==> src/rtl/mux4way_rr_arbiter.sv <==
// Four-input round-robin merge onto one registered valid/ready output channel.
// The output word is tagged with the index of the channel that supplied it.
module mux4way_rr_arbiter #(
  parameter int WIDTH = 8
) (
  input  logic                 clk,
  input  logic                 reset,
  input  logic [3:0]           in_valid,
  input  logic [4*WIDTH-1:0]   in_data,
  output logic [3:0]           in_ready,
  output logic                 out_valid,
  output logic [WIDTH-1:0]     out_data,
  output logic [1:0]           out_sel,
  input  logic                 out_ready
);

  typedef enum logic {
    EMPTY = 1'b0,
    FULL  = 1'b1
  } state_t;

  state_t           r_state;
  logic [WIDTH-1:0] r_data;
  logic [1:0]       r_sel;
  logic [1:0]       r_ptr;

  logic [1:0]       w_cand;
  logic [1:0]       w_winner;
  logic             w_found;
  logic             w_load_ok;
  logic             w_take;

  // Search from the pointer upward with wraparound; the first valid channel wins.
  always_comb begin
    w_winner = r_ptr;
    w_found  = 1'b0;
    w_cand   = r_ptr;
    for (int k = 0; k < 4; k++) begin
      w_cand = r_ptr + k[1:0];
      if (!w_found && in_valid[w_cand]) begin
        w_winner = w_cand;
        w_found  = 1'b1;
      end
    end
  end

  // Reset gates the grant so nothing is offered while the block is held in reset.
  assign w_load_ok = (r_state == EMPTY) || out_ready;
  assign w_take    = w_found && w_load_ok && !reset;
  assign in_ready  = w_take ? (4'b0001 << w_winner) : 4'b0000;

  always_ff @(posedge clk or posedge reset) begin
    if (reset) begin
      r_state <= EMPTY;
      r_data  <= '0;
      r_sel   <= 2'd0;
      r_ptr   <= 2'd0;
    end else if (w_take) begin
      r_state <= FULL;
      r_data  <= in_data[w_winner*WIDTH +: WIDTH];
      r_sel   <= w_winner;
      r_ptr   <= w_winner + 2'd1;
    end else if (out_ready) begin
      r_state <= EMPTY;
    end
  end

  assign out_valid = (r_state == FULL);
  assign out_data  = r_data;
  assign out_sel   = r_sel;

endmodule
==> config.mk <==
export PLATFORM = sky130hd
export DESIGN_NAME = mux4way_rr_arbiter
export DESIGN_NICKNAME = d
export VERILOG_FILES = /design/src/rtl/mux4way_rr_arbiter.sv
export SDC_FILE = /design/constraint.sdc
export NUM_CORES = 1
export LEC_CHECK = 0
export CAP_MARGIN = 20
export CORE_ASPECT_RATIO = 1.5
export CORE_UTILIZATION = 34
export DETAILED_ROUTE_END_ITERATION = 10
export PLACE_DENSITY_LB_ADDON = 0.08
export SLEW_MARGIN = 10
export SYNTH_ARGS = -nofsm -noshare
export SYNTH_HDL_FRONTEND = slang
export SYNTH_SLANG_ARGS = --single-unit
export TNS_END_PERCENT = 30
==> constraint.sdc <==
create_clock -name clk -period 1.8 [get_ports clk]
set_input_delay 0.18 -clock clk [delete_from_list [all_inputs] [get_ports clk]]
set_output_delay 0.18 -clock clk [all_outputs]
set_load 0.05 [all_outputs]
---- Word level (Yosys, flattened, before mapping) ----
Index checks and enable logic that the tools add are counted.
storage, ports and cells
  output and inout port bits .............. 15
  logic and storage cells ................. 44
  register bits ........................... 13
  bits of input ports ..................... 39
cells by class
  muxes and demuxes ....................... 18
  reduce and logical (&&, ||, !) cells .... 11
  bitwise gates (word level) .............. 1
  shift operators ......................... 2
  add/subtract/negate cells ............... 4
  $lt $le $gt $ge ......................... 4
operators by type and width
  operator                                                    count
  indexed part select 32 x 6 -> 8 bit                         1
  less-than comparator 2 x 3 -> 1 bit, second input constant  4
  2-to-1 mux 1 bit                                            10
  binary-select mux 1 bit (select 2 bit)                      4
  2-to-1 mux 2 bit                                            3
  logical AND 1 bit                                           5
  adder 2 x 1 -> 2 bit, second input constant                 2
  adder 2 bit, second input constant                          2
  zero test 1 bit                                             4
  2-to-1 mux 4 bit                                            1
  << shifter 1 x 2 -> 4 bit, first input constant             1
  nonzero test 2 bit                                          1
  logical OR 1 bit                                            1
  inverter 1 bit                                              1

---- Logic depth before layout (Yosys ltp) ----
Gate-level depths: netlist of run 1.
  depth in word-level cells ............... 15
  mapped depth ............................ 7
  depth with buffers taken out ............ 5

---- Worst setup path before layout of run 1 ----
Ideal clock, no wire load.
  path type ............................... register to output
  start ................................... register r_state (netlist: out_valid)
  end ..................................... output port in_ready[2]
  required time ........................... 1.620 ns
  setup slack ............................. -0.336 ns
  buffers on the path ..................... 0
  arrival ................................. 1.956 ns
  cell stages (with the launch flop) ...... 5
  cell sequence ........................... dfrtp_1 -> nand2b_1 -> nor3b_2 -> o21ai_2 -> nor2_1
between the ends
  longest elaborated chain between the ends .. 5
ends and longest elaborated chain
  item                            RTL line  text
  from (decl)                     22        state_t r_state;
  from (signal assigned)          54        r_state <= EMPTY;
  from (signal assigned)          59        r_state <= FULL;
  from (signal assigned)          64        r_state <= EMPTY;
  inverter 1 bit                  48        assign w_load_ok = (r_state == EMPTY) || out_ready;
  logical OR 1 bit                48
  logical AND 1 bit (2 in a row)  49        assign w_take = w_found && w_load_ok && !reset;
  2-to-1 mux 4 bit                50        assign in_ready = w_take ? (4'b0001 << w_winner) : 4'b0000;
  to (decl)                       10        output logic [3:0] in_ready,
No other way between the ends.

---- Final worst setup path of run 1 ----
  start ................................... register r_ptr[1]
  end ..................................... output port in_ready[1]
between the ends
  longest elaborated chain between the ends .. 15
  elaborated cells between the ends (all ways) .. 28
  those cells by class .................... add/sub (3); shift (1); mux (16); reduce/logical (8)
ends and longest elaborated chain
  item                                                                           RTL line  text
  from (decl)                                                                    25        logic [1:0] r_ptr;
  from (signal assigned)                                                         62        r_ptr <= w_winner + 2'd1;
  parallel branches: the longest is 14 deep, another holds adder 2 x 1 -> 2 bit  n/a
  2-to-1 mux 4 bit (*)                                                           50
Mark *: on every way between the ends. The select of a mux whose other input is x is not followed.

==> impl_metrics.yaml, run 1 <==
status:
  status: "finished, violations left"
  violations: "negative setup slack"
clocking:
  cts.clk_slew.worst_paths_ns: 0.05
  root_buffer: "clkbuf_8"
  cts-htree-levels: 1
  cts_inserted_buffers: 3
  clk_path_buf_depth: 2
  tritoncts: "done"
  clock_latency_ns: 0.24
  cts.sinks: 13
  postCtsHoldBufs: 0
global_route:
  grt_max_degree: 15
  gr-usage-all-layers_pct: 19.31
  grt.overflow.total: 0
  grt_pass1_wl_um: 4333
  antenna_found_initial: 0
  grt_pass1_vias: 1066
power_and_ir_drop:
  peakVddDrop_v: 0.001226
  p_leak_nw: 0.7538
  power.density_nw_per_um2: 1280
  power.total_mw: 2.419
hold_path:
  worstHoldPathType: "input pin to async pin"
drt:
  vias: 1032
  wirelength_um: 2936
  detail-route-antenna-nets: 0
  drc: 0
  drt_iter0_markers: 12
  wl_per_cell_um: 14.18
  firstDrtPassIters: 3
  avgViaCountPerCell: 4.986
run:
  drv_cap: 0
synthesis:
  synth.distinct_cells: 30
  syn-cell-area_sq_um: 974.7
  synth_area_per_cell_sq_um: 10.59
  synth_nets: 131
  ys_seq_area_share_pct: 33.38
  yosys_warnings: 0
  netlist_instances: 92
  synth_seq_cells: 13
placement:
  gp_congestion: 0.8040
  portBuffers: 53
  pre_cts_ws_ns: -0.2952
  dp_hpwl_um: 2375
setup_path:
  cp-start-kind: "register"
  slowest_delay_ns: 0.45
  reg2reg_depth: 7
  worst_path_max_delay_cell: "dfrtp_2"
  worstPathCellList: "and3b_2 -> a2111oi_4 -> or2_4 -> nor2b_4 -> and2_4 -> buf_12"
  end_kind: "output port"
  r2r_slack_ns: -0.03
  worstSetupPathType: "register to output port"
  worstPathRequired_ns: 1.62
  reg2reg_to: "out_data[0]"
  worstPathArrival_ns: 1.69
  r2r-start: "r_ptr[1]"
  critPathMaxFanout: 5
sta:
  setup_slack_ns: -0.06507
  slew_violations: 0
  finalHoldViolCount: 0
  finClkSkew_ns: 0.001586
  fmax_mhz: 536.2
  grt_setup_unrepaired: "yes"
  finalSetupViolations: 7
  worst_pin_slew_ns: 0.4979
  fin_crit_sh_pct: 103.6
  period_minus_slack_ns: 1.865
  slew_headroom_pct: 66.70
finish:
  layout_common_cells: "clkdlybuf4s50_1 (45), buf_4 (22), a211oi_2 (15)"
  final_common_cell: "clkdlybuf4s50_1"
  post-route-util_pct: 69.84
  area_delta_synth_final_pct: 93.84
  diodes: 0
  drive_above_1_share_pct: 40.59
  finalNetCount: 210
floorplanning:
  start_util_pct: 36.03
  die_area_sq_um: 3089
  die_h_um: 67.58
  core_sq_um: 2705
  die_w_um: 45.72
  design.portCount: 54
  row_count: 23
timing repair:
item / in CTS / in global routing
pin swaps: 4 / 3
endpoints found under the setup margin: 11 / 12
resized for setup: 24 / 5
setup buffers: 4 / 2
registers in the layout, summed over array words and instances, names as in the netlist:
signal / cells
out_data: 8
out_sel: 2
r_ptr: 2
out_valid: 1
synth_stat cells (all sizes together):
master,number,share of area (%)
nor3b,1,1.3
nor2,15,5.8
xnor2,1,0.90
or2,1,0.64
nand2b,1,0.64
o21ai,4,3.2
buf,3,3.1
a21boi,1,0.77
a21oi,2,1.0
inv,2,0.77
a2111oi,1,2.8
and4,8,7.2
nor4,1,0.64
mux2,1,1.2
nor2b,4,2.8
dfrtp,13,33
and3,1,0.64
o21a,1,0.77
and2,2,1.3
nor3,1,0.51
and3b,1,0.90
clkbuf,1,0.38
a211oi,16,20
mux2i,8,8.2
nand3,1,0.51
o21bai,1,1.2
stage by stage:
stage | hold WS (ns) | instances | cell area, sq um | setup TNS, ns
final | 0.3685 | 207 | 1889 | -0.2548
after floorplan | 0.05696 | 92 | 982.2 | -0.4632
after global routing | 0.4260 | 207 | 1889 | -0.9559
after global placement | 0.4873 | 197 | 1708 | -3.090
after CTS | 0.3871 | 205 | 1852 | -0.2494
after detailed placement | 0.4995 | 197 | 1708 | -3.717
kinds of logic after synthesis:
| group | Yosys count | share of synthesized area [%] |
|---|---|---|
| AND/OR/NAND/NOR | 37 | 22.85 |
| AO/OA/AOI/OAI | 26 | 29.27 |
| flip-flops | 13 | 33.38 |
| multiplexers | 9 | 9.371 |
| buffers and inverters | 6 | 4.236 |
| XOR/XNOR | 1 | 0.8988 |
critical path: cells and delay by family, from the launching register on:
kind / cells / cell delay [ns]
and+or+nand+nor: 4 / 0.63
DFF: 1 / 0.45
AOI/OAI and AO/OA: 1 / 0.23
buffers and inverters: 1 / 0.14
routing by layer:
| layer | GRT usage (%) | vias up | part of all wire, % |
|---|---|---|---|
| met1 | 17.60 | 490 | 31 |
| met5 | 0 | - | 0 |
| met3 | 4.011 | 4 | 4.3 |
| li1 | - | 507 | - |
| met4 | 3.676 | 0 | 1.2 |
| met2 | 40.71 | 31 | 63 |
layout make-up:
class | count | area [sq um]
inverter | 2 | 7.507
fill | 237 | 815.8
sequential | 13 | 326.6
multi-input combinational | 73 | 699.4
tap | 37 | 46.29
clock buffer | 4 | 45.04
timing repair buffer | 78 | 764.5
worst max-delay path by stage:
stage / endpoint / slack, ns / startpoint
after detailed placement: in_ready[1] / -0.30 / in_valid[3]
after global placement: in_ready[1] / -0.26 / in_valid[3]
final: in_ready[1] / -0.07 / r_ptr[1]
after global routing: in_ready[1] / -0.12 / r_ptr[1]
after CTS: in_ready[1] / -0.08 / r_ptr[1]
after floorplan: in_ready[2] / -0.12 / out_valid
report_power, final:
group | switching [mW] | leakage [nW] | internal (mW) | total [mW]
Combinational | 0.918 | 0.589 | 0.740 | 1.66
Sequential | 0.0901 | 0.143 | 0.420 | 0.510
Clock | 0.0947 | 0.0228 | 0.156 | 0.250
Power figures use the tool's default switching activity.
==> run 2, diff against run 1 <==
- CORE_MARGIN: not set -> 1
- CTS_CLUSTER_DIAMETER: not set -> 30
- MAX_ROUTING_LAYER: not set -> met4
==> run 2 against run 1 <==
- the run still ends with negative setup slack left
- core utilization unchanged
- global-route usage rose by 0.53 points
- clock skew about the same
- die area unchanged
- register-to-register slack is essentially flat
- first-iteration DRC count down 75%
- clock power is essentially flat
- final cell count unchanged
- maximum frequency barely moved
- via count about the same
- flip-flop and latch count unchanged
- worst hold slack about the same
- critical path type unchanged
- critical endpoint unchanged
==> impl_metrics.yaml, run 2 (synthesis results as in run 1) <==
status:
  status: "finished, violations left"
  violations: "negative setup slack"
global_route:
  grt_pass1_wl_um: 4340
  grt_max_degree: 15
  antenna_found_initial: 0
  grt.busiest_layer: "met2"
  grtUsageMet2_pct: 40.71
  grt_util_met1_pct: 17.60
  grt_pass1_vias: 1066
  grt.overflow.total: 0
  gr-usage-all-layers_pct: 19.85
  grt_use_met3_pct: 4.011
setup_path:
  worstPathRequired_ns: 1.62
  r2r_slack_ns: -0.03
  reg2reg_to: "out_data[0]"
  cp-start-kind: "register"
  critPathMaxFanout: 5
  worstPathArrival_ns: 1.69
  r2r-start: "r_ptr[1]"
  reg2reg_depth: 7
  worstSetupPathType: "register to output port"
  end_kind: "output port"
sta:
  worst_pin_slew_ns: 0.4979
  slew_headroom_pct: 66.70
  finalSetupViolations: 7
  period_minus_slack_ns: 1.865
  setup_slack_ns: -0.06518
  finClkSkew_ns: 0.001588
  grt_setup_unrepaired: "yes"
  hold-worst-slack_ns: 0.3685
  slew_violations: 0
  fmax_mhz: 536.1
  fin_tns_setup_ns: -0.2554
  fin_crit_sh_pct: 103.6
  finalHoldViolCount: 0
finish:
  drive_above_1_share_pct: 40.59
  largest_reg_flops: 8
  area_delta_synth_final_pct: 93.84
  final_common_cell: "clkdlybuf4s50_1"
  diodes: 0
  layout_common_cells: "clkdlybuf4s50_1 (45), buf_4 (22), a211oi_2 (15)"
  finalNetCount: 210
power_and_ir_drop:
  peakVddDrop_v: 0.001226
  p_leak_nw: 0.7538
  power.total_mw: 2.419
  power.density_nw_per_um2: 1280
floorplanning:
  die_h_um: 67.58
  die_w_um: 45.72
  die_area_sq_um: 3089
  core_sq_um: 2705
  row_count: 23
  start_util_pct: 36.03
  design.portCount: 54
clocking:
  clk_path_buf_depth: 2
  clock_latency_ns: 0.24
  tritoncts: "done"
  postCtsHoldBufs: 0
  cts.clk_slew.worst_paths_ns: 0.05
  root_buffer: "clkbuf_8"
  cts-htree-levels: 1
  cts_inserted_buffers: 3
  cts.sinks: 13
drt:
  drc: 0
  drt_iter0_markers: 3
  vias: 1033
  avgViaCountPerCell: 4.990
  wirelength_um: 2936
  wl_per_cell_um: 14.18
  detail-route-antenna-nets: 0
  firstDrtPassIters: 3
placement:
  portBuffers: 53
  gp_congestion: 0.8156
  pre_cts_ws_ns: -0.2952
  dp_hpwl_um: 2375
hold_path:
  worstHoldPathType: "input pin to async pin"
run:
  drv_cap: 0
==> run 2: cell counts in the layout (fill, tap and decap cells not counted) <==
Identical to the previous run, type by type.
==> run 2: worst max-delay path by stage <==
stage,slack (ns),end,startpoint
after CTS,-0.08,in_ready[1],r_ptr[1]
after global routing,-0.12,in_ready[1],r_ptr[1]
final,-0.07,in_ready[1],r_ptr[1]
after detailed placement,-0.30,in_ready[1],in_valid[3]
after global placement,-0.26,in_ready[1],in_valid[3]
after floorplan,-0.12,in_ready[2],out_valid
==> run 2: cell type report <==
| cell class | instances | area [sq um] |
|---|---|---|
| Sequential cell | 13 | 326.6 |
| Timing Repair Buffer | 78 | 764.5 |
| Tap cell | 37 | 46.29 |
| Clock buffer | 4 | 45.04 |
| Inverter | 2 | 7.507 |
| Multi-Input combinational cell | 73 | 699.4 |
| Fill cell | 237 | 815.8 |
==> run 2: worst max-delay path, cell delays in order (launching register included) <==
cell       delay [ns]
dfrtp_2          0.45
and3b_2          0.23
a2111oi_4        0.23
or2_4            0.20
nor2b_4          0.04
and2_4           0.16
buf_12           0.14
==> run 2: power breakdown <==
part           internal [mW]  switching (mW)
registers              0.420          0.0901
clock network          0.156          0.0947
logic                  0.740           0.918
==> run 2: what timing repair did <==
item	CTS	global route
gates cloned	0	0
setup endpoints to repair	11	12
gates resized for setup	24	5
pin swaps	4	3
setup buffers	4	2
==> run 2: per-stage QoR <==
| stage | instances | utilization [%] | area [sq um] |
|---|---|---|---|
| after floorplan | 92 | - | 982.2 |
| after global placement | 197 | 63.14 | 1708 |
| after detailed placement | 197 | 63.14 | 1708 |
| after CTS | 205 | 68.46 | 1852 |
| after global routing | 207 | 69.84 | 1889 |
| final | 207 | 69.84 | 1889 |
==> run 2: routing by layer <==
metal  up-vias  share of wire [%]
li1        507                  -
met4         0                1.2
met2        31                 63
met3         4                4.3
met1       491                 32
met5         -                  0
==> run 3, diff against run 2 <==
- CORE_UTILIZATION: 34 -> 40
- clock period: 1.8 -> 2.3 ns (I/O delays scaled with it)
==> run 3 against run 2 <==
- the flow now finishes without violations
- first-iteration DRC count rose to 4.3 times the previous value
- clock power decreased by 43%
- largest power group unchanged
- clock skew is 0.0040 ns higher
- setup slack improved by 0.18 ns
==> impl_metrics.yaml, run 3 (synthesis results as in run 1) <==
sta:
  finalHoldViolCount: 0
  slew_headroom_pct: 64.97
  slew_violations: 0
  period_minus_slack_ns: 2.186
  setup_slack_ns: 0.1140
  finalSetupViolations: 0
  hold-worst-slack_ns: 0.3547
  finClkSkew_ns: 0.005607
  worst_pin_slew_ns: 0.5207
  fmax_mhz: 457.4
  grt_setup_unrepaired: "yes"
  fin_crit_sh_pct: 95.05
floorplanning:
  die_area_sq_um: 2642
  die_w_um: 42.31
  core_sq_um: 2260
  row_count: 21
  design.portCount: 54
  start_util_pct: 43.13
  die_h_um: 62.46
finish:
  nFillCells: 183
  layout_common_cells: "clkdlybuf4s50_1 (49), nor2_1 (14), a211oi_2 (14)"
  final_common_cell: "clkdlybuf4s50_1"
  diodes: 0
  drive_above_1_share_pct: 27.27
  post-route-util_pct: 72.76
  area_delta_synth_final_pct: 68.68
  largest_reg_flops: 8
  multi_input_area_sq_um: 615.6
  final_cell_area_sq_um: 1644
  finalNetCount: 194
  seqCellArea_sq_um: 326.6
clocking:
  cts_inserted_buffers: 3
  root_buffer: "clkbuf_4"
  post_cts_resized: 0
  cts.clk_slew.worst_paths_ns: 0.09
  post_cts.repair.setup_buffers: 0
  clock_latency_ns: 0.27
  tritoncts: "done"
  cts-htree-levels: 1
  clk_path_buf_depth: 2
  cts.sinks: 13
  postCtsHoldBufs: 0
drt:
  vias: 995
  firstDrtPassIters: 4
  drc: 0
  detail-route-antenna-nets: 0
  wirelength_um: 2616
  wl_per_cell_um: 14.78
  avgViaCountPerCell: 5.621
  drt_iter0_markers: 13
placement:
  dp_hpwl_um: 2190
  pre_cts_ws_ns: 0.08817
  postPlaceCellArea_sq_um: 1608
  portBuffers: 53
  gp_congestion: 0.7712
setup_path:
  worst_path_max_delay_cell: "clkdlybuf4s50_1"
  worstPathCellList: "clkdlybuf4s50_1 -> buf_4 -> nor2b_2 -> o21ai_2 -> and3_1 -> and2_1 -> buf_12"
  worstSetupPathType: "input pin to output port"
  reg2reg_depth: 6
  cp-start-kind: "input pin"
  worstPathRequired_ns: 2.07
  slowest_delay_ns: 0.53
  critPathMaxFanout: 10
  worstPathArrival_ns: 1.96
  end_kind: "output port"
global_route:
  grt_pass1_vias: 1062
  grt_pass1_wl_um: 4512
  antenna_found_initial: 0
  grt_max_degree: 14
  gr-usage-all-layers_pct: 22.02
  grt.overflow.total: 0
run:
  drv_cap: 0
power_and_ir_drop:
  power.total_mw: 1.640
  p_leak_nw: 0.6419
  power.density_nw_per_um2: 997.3
  peakVddDrop_v: 0.0005902
hold_path:
  worstHoldPathType: "input pin to async pin"
status:
  status: "finished clean"
==> run 3: area by class of cell <==
| type | count | area share (%) |
|---|---|---|
| multi-input combinational | 73 | 37.44 |
| clock inverter | 1 | 0.3044 |
| tap | 23 | 1.750 |
| timing repair buffer | 62 | 38.81 |
| sequential | 13 | 19.86 |
| inverter | 2 | 0.4566 |
| clock buffer | 3 | 1.370 |
==> run 3: where the power goes <==
| group | internal (mW) | leakage, nW | switching (mW) |
|---|---|---|---|
| clock network | 0.0643 | 0.0177 | 0.0788 |
| logic | 0.452 | 0.482 | 0.646 |
| registers | 0.327 | 0.143 | 0.0717 |
==> run 3: worst paths after layout <==
path	from	endpoint	slack, ns
min	reset	out_valid	0.35
max in group asynchronous	reset	r_ptr[1]	1.56
max	in_valid[3]	in_ready[1]	0.11
min in group clk	out_sel[0]	out_sel[0]	0.53
min reg2reg	out_sel[0]	out_sel[0]	0.53
max reg2reg	r_ptr[1]	out_data[0]	0.44
==> run 3: metrics by stage <==
step / cells / setup TNS [ns]
6_report: 177 / 0
5_1_grt: 177 / -0.05028
4_1_cts: 177 / 0
3_5_place_dp: 173 / 0
3_3_place_gp: 173 / 0
2_1_floorplan: 92 / 0
==> run 3: per-layer routing <==
| metal | up-vias | part of all wire, % | GRT usage (%) |
|---|---|---|---|
| li1 | 477 | - | - |
| met1 | 491 | 37 | 22.77 |
| met3 | 2 | 4.1 | 4.046 |
| met5 | - | 0 | - |
| met2 | 25 | 58 | 41.73 |
| met4 | 0 | 0.42 | 4.688 |
==> run 3: critical path: cells and delay by family <==
family,cells,cell delay [ns]
buffers and inverters,3,0.84
AOI/OAI and AO/OA,1,0.30
and+or+nand+nor,3,0.58
